==> src/rtl/multicycle_control.sv <==
// Multicycle MIPS control FSM: sequences fetch/decode/execute/memory/writeback,
// stalls on mem_ready with an optional timeout, traps illegal opcodes, counts retirements.
module multicycle_control #(
  parameter int OP_W        = 6,
  parameter int FUNCT_W     = 6,
  parameter int CNT_W       = 32,
  parameter int MEM_TIMEOUT = 16
) (
  input  logic               clk,
  input  logic               rst,
  input  logic [OP_W-1:0]    opcode,
  input  logic [FUNCT_W-1:0] funct,
  input  logic               mem_ready,
  output logic               pc_write,
  output logic               pc_write_cond,
  output logic               branch_src,
  output logic               iord,
  output logic               mem_read,
  output logic               mem_write,
  output logic               ir_write,
  output logic               mem_to_reg,
  output logic               reg_dst,
  output logic               reg_write,
  output logic               sign_zero,
  output logic               alu_src_a,
  output logic [1:0]         alu_src_b,
  output logic [1:0]         alu_op,
  output logic [1:0]         pc_source,
  output logic               shamt_sel,
  output logic               trap,
  output logic [1:0]         trap_cause,
  output logic [CNT_W-1:0]   retired,
  output logic [3:0]         state_o
);

  typedef enum logic [3:0] {
    IDLE   = 4'd0,  FETCH = 4'd1,  DECODE = 4'd2,  MEMADR = 4'd3,
    MEMRD  = 4'd4,  MEMWB = 4'd5,  MEMWR  = 4'd6,  REXEC  = 4'd7,
    RWB    = 4'd8,  IEXEC = 4'd9,  IWB    = 4'd10, BRANCH = 4'd11,
    JUMP   = 4'd12, TRAP  = 4'd15
  } state_t;

  typedef struct packed {
    logic       pc_write;
    logic       pc_write_cond;
    logic       branch_src;
    logic       iord;
    logic       mem_read;
    logic       mem_write;
    logic       mem_to_reg;
    logic       reg_dst;
    logic       reg_write;
    logic       sign_zero;
    logic       alu_src_a;
    logic [1:0] alu_src_b;
    logic [1:0] alu_op;
    logic [1:0] pc_source;
    logic       shamt_sel;
    logic       trap;
  } ctrl_t;

  localparam logic [OP_W-1:0]    OP_RTYPE = OP_W'(6'b000000);
  localparam logic [OP_W-1:0]    OP_LW    = OP_W'(6'b100011);
  localparam logic [OP_W-1:0]    OP_SW    = OP_W'(6'b101011);
  localparam logic [OP_W-1:0]    OP_BEQ   = OP_W'(6'b000100);
  localparam logic [OP_W-1:0]    OP_BGT   = OP_W'(6'b000101);
  localparam logic [OP_W-1:0]    OP_XORI  = OP_W'(6'b001110);
  localparam logic [OP_W-1:0]    OP_J     = OP_W'(6'b000010);
  localparam logic [FUNCT_W-1:0] FN_SLL   = FUNCT_W'(6'h00);
  localparam logic [FUNCT_W-1:0] FN_SRL   = FUNCT_W'(6'h02);

  localparam int                WAIT_W    = $clog2(MEM_TIMEOUT + 1) + 1;
  localparam logic [WAIT_W-1:0] WAIT_LAST = WAIT_W'((MEM_TIMEOUT == 0) ? 0 : MEM_TIMEOUT - 1);

  state_t            state, next;
  ctrl_t             ctrl;
  logic [1:0]        cause_next;
  logic [WAIT_W-1:0] wait_cnt;
  logic              stall, timeout_hit, retire, fetch_hs;

  // Moore control word for a given state; opcode/funct are stable from DECODE on.
  function automatic ctrl_t decode(input state_t s, input logic [OP_W-1:0] op,
                                   input logic [FUNCT_W-1:0] fn);
    ctrl_t c;
    c = '0;
    case (s)
      FETCH:  begin c.mem_read = 1'b1; c.alu_src_b = 2'b01; end
      DECODE: c.alu_src_b = 2'b11;
      MEMADR: begin c.alu_src_a = 1'b1; c.alu_src_b = 2'b10; end
      MEMRD:  begin c.mem_read = 1'b1; c.iord = 1'b1; end
      MEMWB:  begin c.mem_to_reg = 1'b1; c.reg_write = 1'b1; end
      MEMWR:  begin c.mem_write = 1'b1; c.iord = 1'b1; end
      REXEC:  begin
        c.alu_src_a = 1'b1;
        c.alu_op    = 2'b10;
        c.shamt_sel = (fn == FN_SLL) || (fn == FN_SRL);
      end
      RWB:    begin c.reg_dst = 1'b1; c.reg_write = 1'b1; end
      IEXEC:  begin
        c.alu_src_a = 1'b1; c.alu_src_b = 2'b10; c.alu_op = 2'b11; c.sign_zero = 1'b1;
      end
      IWB:    c.reg_write = 1'b1;
      BRANCH: begin
        c.alu_src_a     = 1'b1;
        c.alu_op        = 2'b01;
        c.pc_write_cond = 1'b1;
        c.pc_source     = 2'b01;
        c.branch_src    = (op == OP_BGT);
      end
      JUMP:   begin c.pc_write = 1'b1; c.pc_source = 2'b10; end
      TRAP:   c.trap = 1'b1;
      default: ;
    endcase
    return c;
  endfunction

  assign stall       = (state == FETCH || state == MEMRD || state == MEMWR) && !mem_ready;
  assign timeout_hit = (MEM_TIMEOUT != 0) && stall && (wait_cnt == WAIT_LAST);

  always_comb begin
    next       = state;
    cause_next = trap_cause;
    case (state)
      IDLE:   next = FETCH;
      FETCH:  if (mem_ready) next = DECODE;
      DECODE: begin
        case (opcode)
          OP_RTYPE:       next = REXEC;
          OP_LW, OP_SW:   next = MEMADR;
          OP_BEQ, OP_BGT: next = BRANCH;
          OP_XORI:        next = IEXEC;
          OP_J:           next = JUMP;
          default: begin
            next       = TRAP;
            cause_next = 2'b01;
          end
        endcase
      end
      MEMADR: next = (opcode == OP_SW) ? MEMWR : MEMRD;
      MEMRD:  if (mem_ready) next = MEMWB;
      MEMWR:  if (mem_ready) next = FETCH;
      REXEC:  next = RWB;
      IEXEC:  next = IWB;
      MEMWB, RWB, IWB, BRANCH, JUMP: next = FETCH;
      TRAP:   next = TRAP;
      default: next = IDLE;
    endcase
    if (timeout_hit) begin
      next       = TRAP;
      cause_next = 2'b10;
    end
  end

  assign retire = (next == FETCH) &&
                  (state == MEMWB || state == MEMWR || state == RWB ||
                   state == IWB   || state == BRANCH || state == JUMP);

  always_ff @(posedge clk or posedge rst) begin
    if (rst) begin
      state      <= IDLE;
      ctrl       <= '0;
      trap_cause <= 2'b00;
      retired    <= '0;
      wait_cnt   <= '0;
    end else begin
      state      <= next;
      ctrl       <= decode(next, opcode, funct);
      trap_cause <= cause_next;
      if (retire) retired <= retired + CNT_W'(1);
      wait_cnt   <= (stall && next == state) ? wait_cnt + WAIT_W'(1) : '0;
    end
  end

  // IR/PC load in FETCH follow the handshake combinationally.
  assign fetch_hs      = (state == FETCH) && mem_ready;
  assign ir_write      = fetch_hs;
  assign pc_write      = ctrl.pc_write | fetch_hs;
  assign pc_write_cond = ctrl.pc_write_cond;
  assign branch_src    = ctrl.branch_src;
  assign iord          = ctrl.iord;
  assign mem_read      = ctrl.mem_read;
  assign mem_write     = ctrl.mem_write;
  assign mem_to_reg    = ctrl.mem_to_reg;
  assign reg_dst       = ctrl.reg_dst;
  assign reg_write     = ctrl.reg_write;
  assign sign_zero     = ctrl.sign_zero;
  assign alu_src_a     = ctrl.alu_src_a;
  assign alu_src_b     = ctrl.alu_src_b;
  assign alu_op        = ctrl.alu_op;
  assign pc_source     = ctrl.pc_source;
  assign shamt_sel     = ctrl.shamt_sel;
  assign trap          = ctrl.trap;
  assign state_o       = state;

endmodule

==> config.mk <==
export PLATFORM = sky130hd
export DESIGN_NAME = multicycle_control
export DESIGN_NICKNAME = d
export VERILOG_FILES = /design/src/rtl/multicycle_control.sv
export SDC_FILE = /design/constraint.sdc
export NUM_CORES = 1
export LEC_CHECK = 0
export ABC_AREA = 1
export CORE_ASPECT_RATIO = 0.7
export CORE_UTILIZATION = 34
export CTS_CLUSTER_SIZE = 25
export DETAILED_ROUTE_END_ITERATION = 8
export DONT_BUFFER_PORTS = 1
export PLACE_DENSITY_LB_ADDON = 0.05
export REMOVE_ABC_BUFFERS = 1
export SETUP_SLACK_MARGIN = 0.4
export SLEW_MARGIN = 20
export SYNTH_ARGS = -nofsm -noshare
export SYNTH_HDL_FRONTEND = slang
export SYNTH_SLANG_ARGS = --single-unit
==> constraint.sdc <==
create_clock -name clk -period 2.3 [get_ports clk]
set_input_delay 0.115 -clock clk [delete_from_list [all_inputs] [get_ports clk]]
set_output_delay 0.115 -clock clk [all_outputs]
set_load 0.02 [all_outputs]
==> results of run 1 <==
==> synthesized netlist by cell type, types with 3 or more instances <==
library cell	number	area, um^2
nand2_1	145	544
dfrtp_1	62	1550
nor2_1	59	221
nand4_1	41	257
inv_1	28	105
nand3_1	24	120
xor2_1	18	158
xnor2_1	14	123
nor3_1	13	65.1
buf_4	7	52.6
inv_2	6	22.5
nor2_2	6	37.5
buf_2	5	25.0
nand3b_1	4	30.0
buf_6	3	33.8
clkbuf_1	3	11.3
==> layout make-up <==
type | instances | area share (%)
inverters | 34 | 2.92
multi-input cells | 352 | 43.0
repair buffers | 58 | 11.5
clock buffers | 12 | 5.39
flip-flops and latches | 62 | 32.8
well taps | 132 | 3.47
clock inverters | 4 | 0.946
==> cells by family after synthesis <==
group	count (synthesis)	synth area share, %
buffers and inverters	52	6.95
AOI/OAI and AO/OA	8	1.39
DFF	62	43.1
adders and majority gates	2	0.695
xor gates and xnor gates	32	7.79
and+or+nand+nor	308	40.1
==> repair_timing <==
action,CTS,global route
gates cloned,2,1
setup buffers,18,15
gates resized for setup,24,54
hold buffers,6,0
hold endpoints to repair,64,0
pin swaps,11,15
endpoints found under the setup margin,49,53
==> routing by layer <==
metal	GRT usage [%]	part of all wire [%]
met1	32.7	52
met2	27.4	40
met3	5.50	6.4
met4	6.54	0.90
met5	0	0
==> power by group through the flow <==
stage / Clock [mW] / Sequential, mW / Combinational, mW
finish: 1.38 / 1.50 / 2.92
global route: 1.47 / 1.52 / 3.15
CTS: 1.42 / 1.48 / 2.21
detailed placement: 0 / 1.49 / 1.69
global placement: 0 / 1.49 / 1.67
floorplan: 0 / 1.49 / 1.07
==> through the flow <==
step                hold slack [ns]  std cells  TNS (ns)  power (mW)  setup WS, ns
floorplan                     0.257        446    -13.73        2.57        -0.429
global placement              0.265        596         0        3.15         0.201
detailed placement            0.270        596         0        3.17         0.164
CTS                         0.00660        638         0        5.12         0.381
global route                 0.0841        654         0        6.13         0.189
finish                       0.0611        654         0        5.79         0.299
==> critical path, cell delays in order, from the launching register on <==
cell	delay [ns]
dfrtp_2	0.50
nor2_4	0.14
inv_2	0.06
nor2_4	0.20
buf_6	0.13
nand4_1	0.16
nand3_4	0.19
nor2_8	0.07
buf_12	0.13
buf_6	0.14
nand2_2	0.07
nand3_2	0.07
==> worst min path at each step <==
stage / startpoint / to / depth (start not counted)
after floorplan: funct[4] / shamt_sel$_DFF_PP0_ / 3
after global placement: funct[4] / shamt_sel$_DFF_PP0_ / 3
after detailed placement: funct[3] / shamt_sel$_DFF_PP0_ / 3
after CTS: mem_ready / mem_to_reg$_DFF_PP0_ / 2
after global routing: mem_ready / mem_to_reg$_DFF_PP0_ / 2
final: mem_ready / mem_to_reg$_DFF_PP0_ / 2
==> metrics.md, run 1 <==
| Metric | Value |
|---|---|
| Clk_lat worst skew | 0.33 ns |
| CTS sink count | a little over 60 |
| Wire length of the first global-routing pass | 17400 um |
| Fraction of registers with async set/reset | 100% |
| Die height | 88.1 um |
| Worst Setup Start Kind | flip-flop |
| Net count reported at finish | 534 |
| Via count | 3323 |
| GP Congestion | 0.829 |
| Initial antenna violation count | 0 |
| Pleak | 2.34 nW |
| Pin count of the biggest net entering global routing | 63 |
| Layout cells sized above 1 | 26.8% |
| Vias/cell | 5.08 |
| DP Wirelength | 7250 um |
| Iter 0 DRT Violations | approximately 260 |
| Worst EP required | 2.50 ns |
| Worst Tran Pin Value | 0.789 ns |
| RSZ-0062 raised after global routing | yes |
| Sequential power share | 25.8% |
| Initial Util | 34.9% |
| P_sw | 2.49 mW |
| Fmax | 500 MHz |
| Max_cap viols | 0 |
| Tmin final | between 2 and 2.5 ns |
| Fin crit share | 87.0% |
| Status | finished with violations |
| TritonCTS clock tree | yes |
| Top reg by flops | retired |
| Pwr/cell area | about 1200 nW/um^2 |
| Violations in the final reports | DRC |
| Die ar. | 11000 um^2 |
| Routed Antenna Nets | 0 |
| CTS Buf Count | 9 |
| Critical Path AT | 2.20 ns |
| Worst-path clk slew | roughly 0.050 ns |
| Synth unique cells | 34 |
| CP Capture Point | alu_src_b[1]$_DFF_PP0_ |
| CP Max Fanout | 11 |
| Commonest non-fill, non-tap cell in the layout | nand2_1 |
| Sequential cell area | 1560 um^2 |
| Synth Warn # | 0 |
| Slew Viols, Final | 0 |
| Syn Area/Cell | 7.76 um^2 |
| Worst R2R Start | state_o[2]$_DFF_PP0_ |
| FF+latch count, synth | 62 |
| CP Launch Point | state_o[2]$_DFF_PP0_ |
| Post-Route Skew | 0.00543 ns |
| Row count | 31 |
| Total core area | approximately 10000 um^2 |
| Power Internal | 3.31 mW |
| Slew Limit Headroom | 47.4% |
| Mapped Area | 3600 um^2 |
| CP Class | flip-flop to flip-flop |
| Routed wire per std cell | 17.2 um |
| Peak VDD IR | 746 uV |
| Mapped Cells | ~460 |
| H-tree levels | 3 |
| R2R setup slack | ~0.30 ns |
| Hold WC Path Type | input port to flip-flop |
| First-pass DRT Iterations | 6 |
| Sequential fraction of the synthesis area | 43.1% |
| Antenna Diode Count | 0 |
| R2R cell count | 11 |
| Final setup fails | 0 |
| Final hold violation count | 0 |
| Post-synth EDFFs | 0 |
| DRC | 6 |
| Max reg flops | 32 |
| Commonest cells after routing, fill and taps aside | nand2_1 (133), dfrtp_1 (54), nor2_1 (51) |
| PortBufs | 0 |
| GR Overflow Total | 0 |
| CTS Root Cell | clkbuf_16 |
| CTS max path bufs | 2 |
| Num ports | 73 |
| Area of the multi-input gates | 2050 um^2 |
| CP Capture Type | flip-flop |
| Vias in the first global route | 3068 |
| Post-DP Area | 3780 um^2 |
| Layout Utilization | 46.2% |
| Sw Ratio | 42.9% |
| Reg2reg end | alu_src_b[1]$_DFF_PP0_ |
| All-Layer GR Usage | 21.0% |
| Die W | 125 um |
| Fin area | 4760 um^2 |
| Area grow syn2layout | 32.3% |
| Fill cell count | 1055 |
| Clock power share | 23.8% |
| Main flop type after synthesis | dfrtp_1 |
| Comb pwr share | between 50% and 60% |
| Final wirelength | 11300 um |
No activity file was read; power rests on OpenSTA's default activity.
==> inputs of run 2 (changes only) <==
Settings changed: CORE_ASPECT_RATIO 0.7 to not set.
==> metrics.md, run 2 (synthesized netlist as in run 1, its figures left out) <==
| Metric | Value |
|---|---|
| Status | completed |
| Top reg by flops | retired |
| Hold depth | 3 |
| Placed cells | around 600 |
| R2R setup slack | 0.41 ns |
| Slew Viols, Final | 0 |
| Area of the multi-input gates | approximately 2000 um^2 |
| GP Congestion | just under 0.9 |
| Num ports | 73 |
| Critical Path AT | 2.13 ns |
| Net count reported at finish | 519 |
| Fin worst setup slack | 0.408 ns |
| GRT met1 Usage | approximately 23% |
| CTS Buf Count | 9 |
| Power Internal | 2.63 mW |
| Hold Path Sink | wait_cnt[2]$_DFF_PP0_ |
| Clk_lat worst skew | 0.35 ns |
| Vias/cell | 5.04 |
| TritonCTS clock tree | yes |
| All-Layer GR Usage | 19.0% |
| Commonest cells after routing, fill and taps aside | nand2_1 (124), nor2_1 (52), dfrtp_1 (49) |
| DP Wirelength | 6740 um |
| Pin count of the biggest net entering global routing | 35 |
| Final setup fails | 0 |
| Antenna Diode Count | 0 |
| Die ar. | 11000 um^2 |
| TNS Setup | 0 ns |
| Slew Limit Headroom | 55.1% |
| Wire length of the first global-routing pass | roughly 16000 um |
| Worst Tran Pin Value | 0.673 ns |
| CTS sink count | 62 |
| Worst EP required | 2.54 ns |
| Area grow syn2layout | 25.0% |
| GR Overflow Total | 0 |
| CP Max Fanout | 8 |
| CP max stage delay | 0.46 ns |
| Fmax | 529 MHz |
| Iter 0 DRT Violations | approximately 120 |
| Cell Chain, Critical Path | nor2_4, inv_2, nor2_1, nand3b_1, nor2_2, nand3_4, nor2_8, buf_12, nand3_4, nand2_2, nand2_1 |
| P_sw | between 2 and 2.5 mW |
| Peak VDD IR | 679 uV |
| Fin crit share | between 80% and 90% |
| Row count | 37 |
| Final wirelength | roughly 10000 um |
| RSZ-0062 raised after global routing | yes |
| Layout Utilization | 43.8% |
| Routed wire per std cell | 15.6 um |
| Fill cell count | 1091 |
| Post-Layout Cell Count | around 640 |
| Fin area | 4500 um^2 |
| Sw Ratio | 47.0% |
| Clock power share | 18.2% |
| First-pass DRT Iterations | 8 |
| Sequential cell area | 1570 um^2 |
| Pleak | ~2.2 nW |
| Commonest non-fill, non-tap cell in the layout | nand2_1 |
| CP max-delay cell | dfrtp_2 |
| Critical path's most frequent cell | nand3_4 |
| Die height | 105 um |
| Initial Util | approximately a third |
| Worst Setup Start Kind | flip-flop |
| Max_cap viols | 0 |
| Via count | ~3200 |
| Tmin final | 1.89 ns |
| PortBufs | 0 |
| Busiest grt layer | met2 |
| WP buf/inv | 2 |
| Worst-path clk slew | 0.08 ns |
| Dpl ws | 0.140 ns |
| CP Class | flip-flop to flip-flop |
| Max reg flops | 32 |
| Comb pwr share | 52.9% |
| Post-Route Skew | 0.0115 ns |
| DRC | 0 |
| Vias in the first global route | 3117 |
| CTS max path bufs | 2 |
| Post-DP Area | 3780 um^2 |
| H-tree levels | 3 |
| Total core area | 10300 um^2 |
| Final hold violation count | 0 |
| Layout cells sized above 1 | 26.4% |
| Hold WC Path Type | input port to flip-flop |
| CTS Root Cell | clkbuf_8 |
| Initial antenna violation count | 0 |
| Hold Startpoint | mem_ready |
| Worst R2R Start | state_o[2]$_DFF_PP0_ |
| Top cell family by delay on the critical path | simple AND/OR/NAND/NOR gates |
| R2R cell count | 11 |
| Pwr/cell area | ~1100 nW/um^2 |
| Sequential power share | 28.9% |
| Met3 usage | 4.43% |
| Reg2reg end | retired[15]$_DFFE_PP0P_ |
| Met2 usage | 32.9% |
| CP Capture Type | flip-flop |
| Die W | ~100 um |
| Routed Antenna Nets | 0 |
==> run 2: changes by cell type in the layout (fill, tap and decap cells not counted), sizes merged <==
| cell | change |
|---|---|
| buf | -17 |
| inv | +4 |
| clkbuf | -3 |
| bufinv | -1 |
| dlygate4sd3 | +1 |
| nand3 | +1 |
==> run 2: power groups by stage <==
stage	sequential [mW]	clock, mW	combinational [mW]
2_1_floorplan	1.49	0	1.07
3_3_place_gp	1.45	0	1.76
3_5_place_dp	1.44	0	1.77
4_1_cts	1.43	0.936	2.26
5_1_grt	1.46	0.983	2.85
6_report	1.44	0.901	2.63
==> run 2: worst max path at each step <==
stage	startpoint	endpoint	slack [ns]	depth (start not counted)
global placement	state_o[3]$_DFF_PP0_	retired[30]$_DFFE_PP0P_	0.16	10
detailed placement	state_o[3]$_DFF_PP0_	retired[31]$_DFFE_PP0P_	0.14	10
CTS	wait_cnt[0]$_DFF_PP0_	mem_read$_DFF_PP0_	0.39	11
finish	state_o[2]$_DFF_PP0_	retired[15]$_DFFE_PP0P_	0.41	11
global route	wait_cnt[0]$_DFF_PP0_	retired[15]$_DFFE_PP0P_	0.30	12
floorplan	state_o[3]$_DFF_PP0_	retired[10]$_DFFE_PP0P_	-0.43	6
==> run 2: layer usage <==
layer | vias up | share of wire, % | wire [um]
met1 | 1515 | 43 | 4260
met3 | 19 | 5.9 | 590
met4 | 0 | 2.5 | 247
met2 | 103 | 49 | 4910
met5 | - | 0 | 0
li1 | 1604 | - | -
==> run 2: timing repair <==
action                                  4_1_cts  5_1_grt
setup buffers                                10        8
hold buffers                                  7        0
pin swaps                                     6       21
endpoints found under the hold margin        31        0
cloned                                        3        1
resized for setup                            18       56
endpoints found under the setup margin       46       46
==> run 2: final cells by class <==
type                       count  area share, %
multi-input combinational    353           45.5
tap                          136           3.78
sequential                    62           34.9
timing repair buffer          42           8.98
clock buffer                   9           2.75
inverter                      34           2.89
clock inverter                 7           1.25
==> run 2: metrics by stage <==
stage	power, mW	hold slack (ns)
2_1_floorplan	2.57	0.257
3_3_place_gp	3.20	0.117
3_5_place_dp	3.22	0.123
4_1_cts	4.63	0.00134
5_1_grt	5.29	0.000979
6_report	4.96	0.0155
==> run 2: worst min-delay path, stage by stage <==
cell	delay, ns
o21ai_4	0.06
o21ai_4	0.10
nor2_1	0.05
==> inputs of run 3 (changes only) <==
Clock period 2.3 ns to 1.8 ns, I/O delays scaled along.
==> metrics.md, run 3 (synthesized netlist as in run 1, its figures left out) <==
| Metric | Value |
|---|---|
| CP Class | flip-flop to flip-flop |
| Initial antenna violation count | 0 |
| Total core area | between 10000 and 15000 um^2 |
| Vias in the first global route | between 3000 and 4000 |
| Max reg flops | 32 |
| Fill cell count | ~1000 |
| Pwr/cell area | 1430 nW/um^2 |
| Clk_lat worst skew | 0.36 ns |
| Sequential cell area | between 1500 and 2000 um^2 |
| H-tree levels | 3 |
| Layout Utilization | 49.7% |
| TritonCTS clock tree | yes |
| Pleak | 2.61 nW |
| Fmax | 550 MHz |
| CP Capture Type | flip-flop |
| Cell Chain, Critical Path | buf_4, inv_1, nand2_1, nand3b_1, nor2_2, nand3_4, nor2_8, nand3_4, buf_12, nand2_1, nand2_1 |
| Worst R2R Start | state_o[1]$_DFF_PP0_ |
| Initial Util | a little over a third |
| CP Capture Point | retired[1]$_DFFE_PP0P_ |
| Worst Tran Pin Value | 0.548 ns |
| Total power | 7.28 mW |
| Commonest non-fill, non-tap cell in the layout | nand2_1 |
| RSZ-0062 raised after global routing | yes |
| WP depth | 11 |
| Layout cells sized above 1 | 32.0% |
| Routed Antenna Nets | 0 |
| CTS Buf Count | 9 |
| Top cell family by delay on the critical path | simple AND/OR/NAND/NOR gates |
| Iter 0 DRT Violations | 110 |
| Post-Layout Cell Count | 711 |
| Tmin final | 1.82 ns |
| DP Wirelength | 7140 um |
| GP Congestion | 0.843 |
| Max_cap viols | 0 |
| CTS max path bufs | 2 |
| GR Overflow Total | 0 |
| First-pass DRT Iterations | 4 |
| CP max stage delay | 0.43 ns |
| Wire length of the first global-routing pass | ~18000 um |
| Violations in the final reports | setup timing |
| Slew Viols, Final | 0 |
| R2R setup slack | -0.02 ns |
| Peak VDD IR | 785 uV |
| CP Launch Point | state_o[1]$_DFF_PP0_ |
| Via count | 3422 |
| R2R cell count | 11 |
| Final setup fails | 14 |
| Placed cells | 660 |
| Die ar. | 11000 um^2 |
| TNS Setup | -0.124 ns |
| Pin count of the biggest net entering global routing | 40 |
| Net count reported at finish | approximately 590 |
| Fin area | 5110 um^2 |
| Vias/cell | around 4.8 |
| Hold Startpoint | mem_ready |
| DRC | 0 |
| Fin worst setup slack | -0.0180 ns |
| CTS sink count | 62 |
| Die height | 105 um |
| CTS Root Cell | clkbuf_8 |
| Reg2reg end | retired[1]$_DFFE_PP0P_ |
| WP buf/inv | 3 |
| Final wirelength | 10600 um |
| Fin crit share | 101% |
| CP Max Fanout | 16 |
| Post-Route Skew | around 0.011 ns |
| Num ports | 73 |
| PortBufs | 0 |
| Area of the multi-input gates | 2010 um^2 |
| Commonest cells after routing, fill and taps aside | nand2_1 (134), buf_4 (85), dfrtp_1 (59) |
| Critical Path AT | 2.06 ns |
| Area grow syn2layout | 41.9% |
| Worst Setup Start Kind | flip-flop |
| Routed wire per std cell | 15.0 um |
| Row count | 37 |
| Hold WC Path Type | input port to flip-flop |
| Post-DP Area | 4290 um^2 |
| Critical path's most frequent cell | nand2_1 |
| Top reg by flops | retired |
| Final hold violation count | 0 |
| Worst EP required | roughly 2.0 ns |
| Antenna Diode Count | 0 |
| Status | finished with violations |
| Worst-path clk slew | 0.07 ns |
| Die W | approximately 100 um |
| All-Layer GR Usage | between 20% and 30% |
| CP max-delay cell | dfrtp_2 |
| Slew Limit Headroom | 63.4% |
[run 3: worst min path at each step]
stage	endpoint	depth (start not counted)
global placement	alu_src_b[0]$_DFF_PP0_	1
floorplan	shamt_sel$_DFF_PP0_	3
global route	alu_src_b[0]$_DFF_PP0_	3
detailed placement	mem_read$_DFF_PP0_	1
CTS	alu_src_b[0]$_DFF_PP0_	3
finish	alu_src_b[0]$_DFF_PP0_	3
[run 3: tightest hold or removal path: cells and delay by family]
kind / cells / cell delay, ns
and+or+nand+nor: 2 / 0.15
buffers and inverters: 1 / 0.15
[run 3: routing by layer]
metal	wire length, um	up-vias	GRT usage, %
li1	-	1725	-
met1	4590	1602	24.1
met2	5370	82	37.0
met3	507	13	4.37
met4	164	0	7.95
met5	0	-	0
[run 3: cell type report]
cell class	count	area share [%]
Clock buffer	10	2.69
Tap cell	136	3.33
Sequential cell	62	30.5
Timing Repair Buffer	113	20.2
Clock inverter	6	1.40
Inverter	34	2.65
Multi-Input combinational cell	350	39.3
[run 3: what timing repair did]
action                                  4_1_cts  5_1_grt
gates resized for setup                      62       13
pin swaps                                    20        7
hold buffers                                  8        0
endpoints found under the setup margin       59       61
gates cloned                                  2        0
buffers inserted                             18        7
hold endpoints to repair                     26        0
[run 3: report_power, final]
part           internal [mW]  switching, mW  total (mW)
Clock                  0.683          0.622        1.31
Combinational           1.87           2.28        4.15
Sequential              1.57          0.253        1.82
Total                   4.12           3.16        7.28
[run 3: per-stage QoR]
stage          hold slack (ns)  setup slack (ns)
2_1_floorplan            0.232            -0.929
3_5_place_dp            0.0642           -0.0599
6_report                0.0795           -0.0180
3_3_place_gp            0.0578           -0.0241
5_1_grt                 0.0905            -0.158
4_1_cts                 0.0899           -0.0273
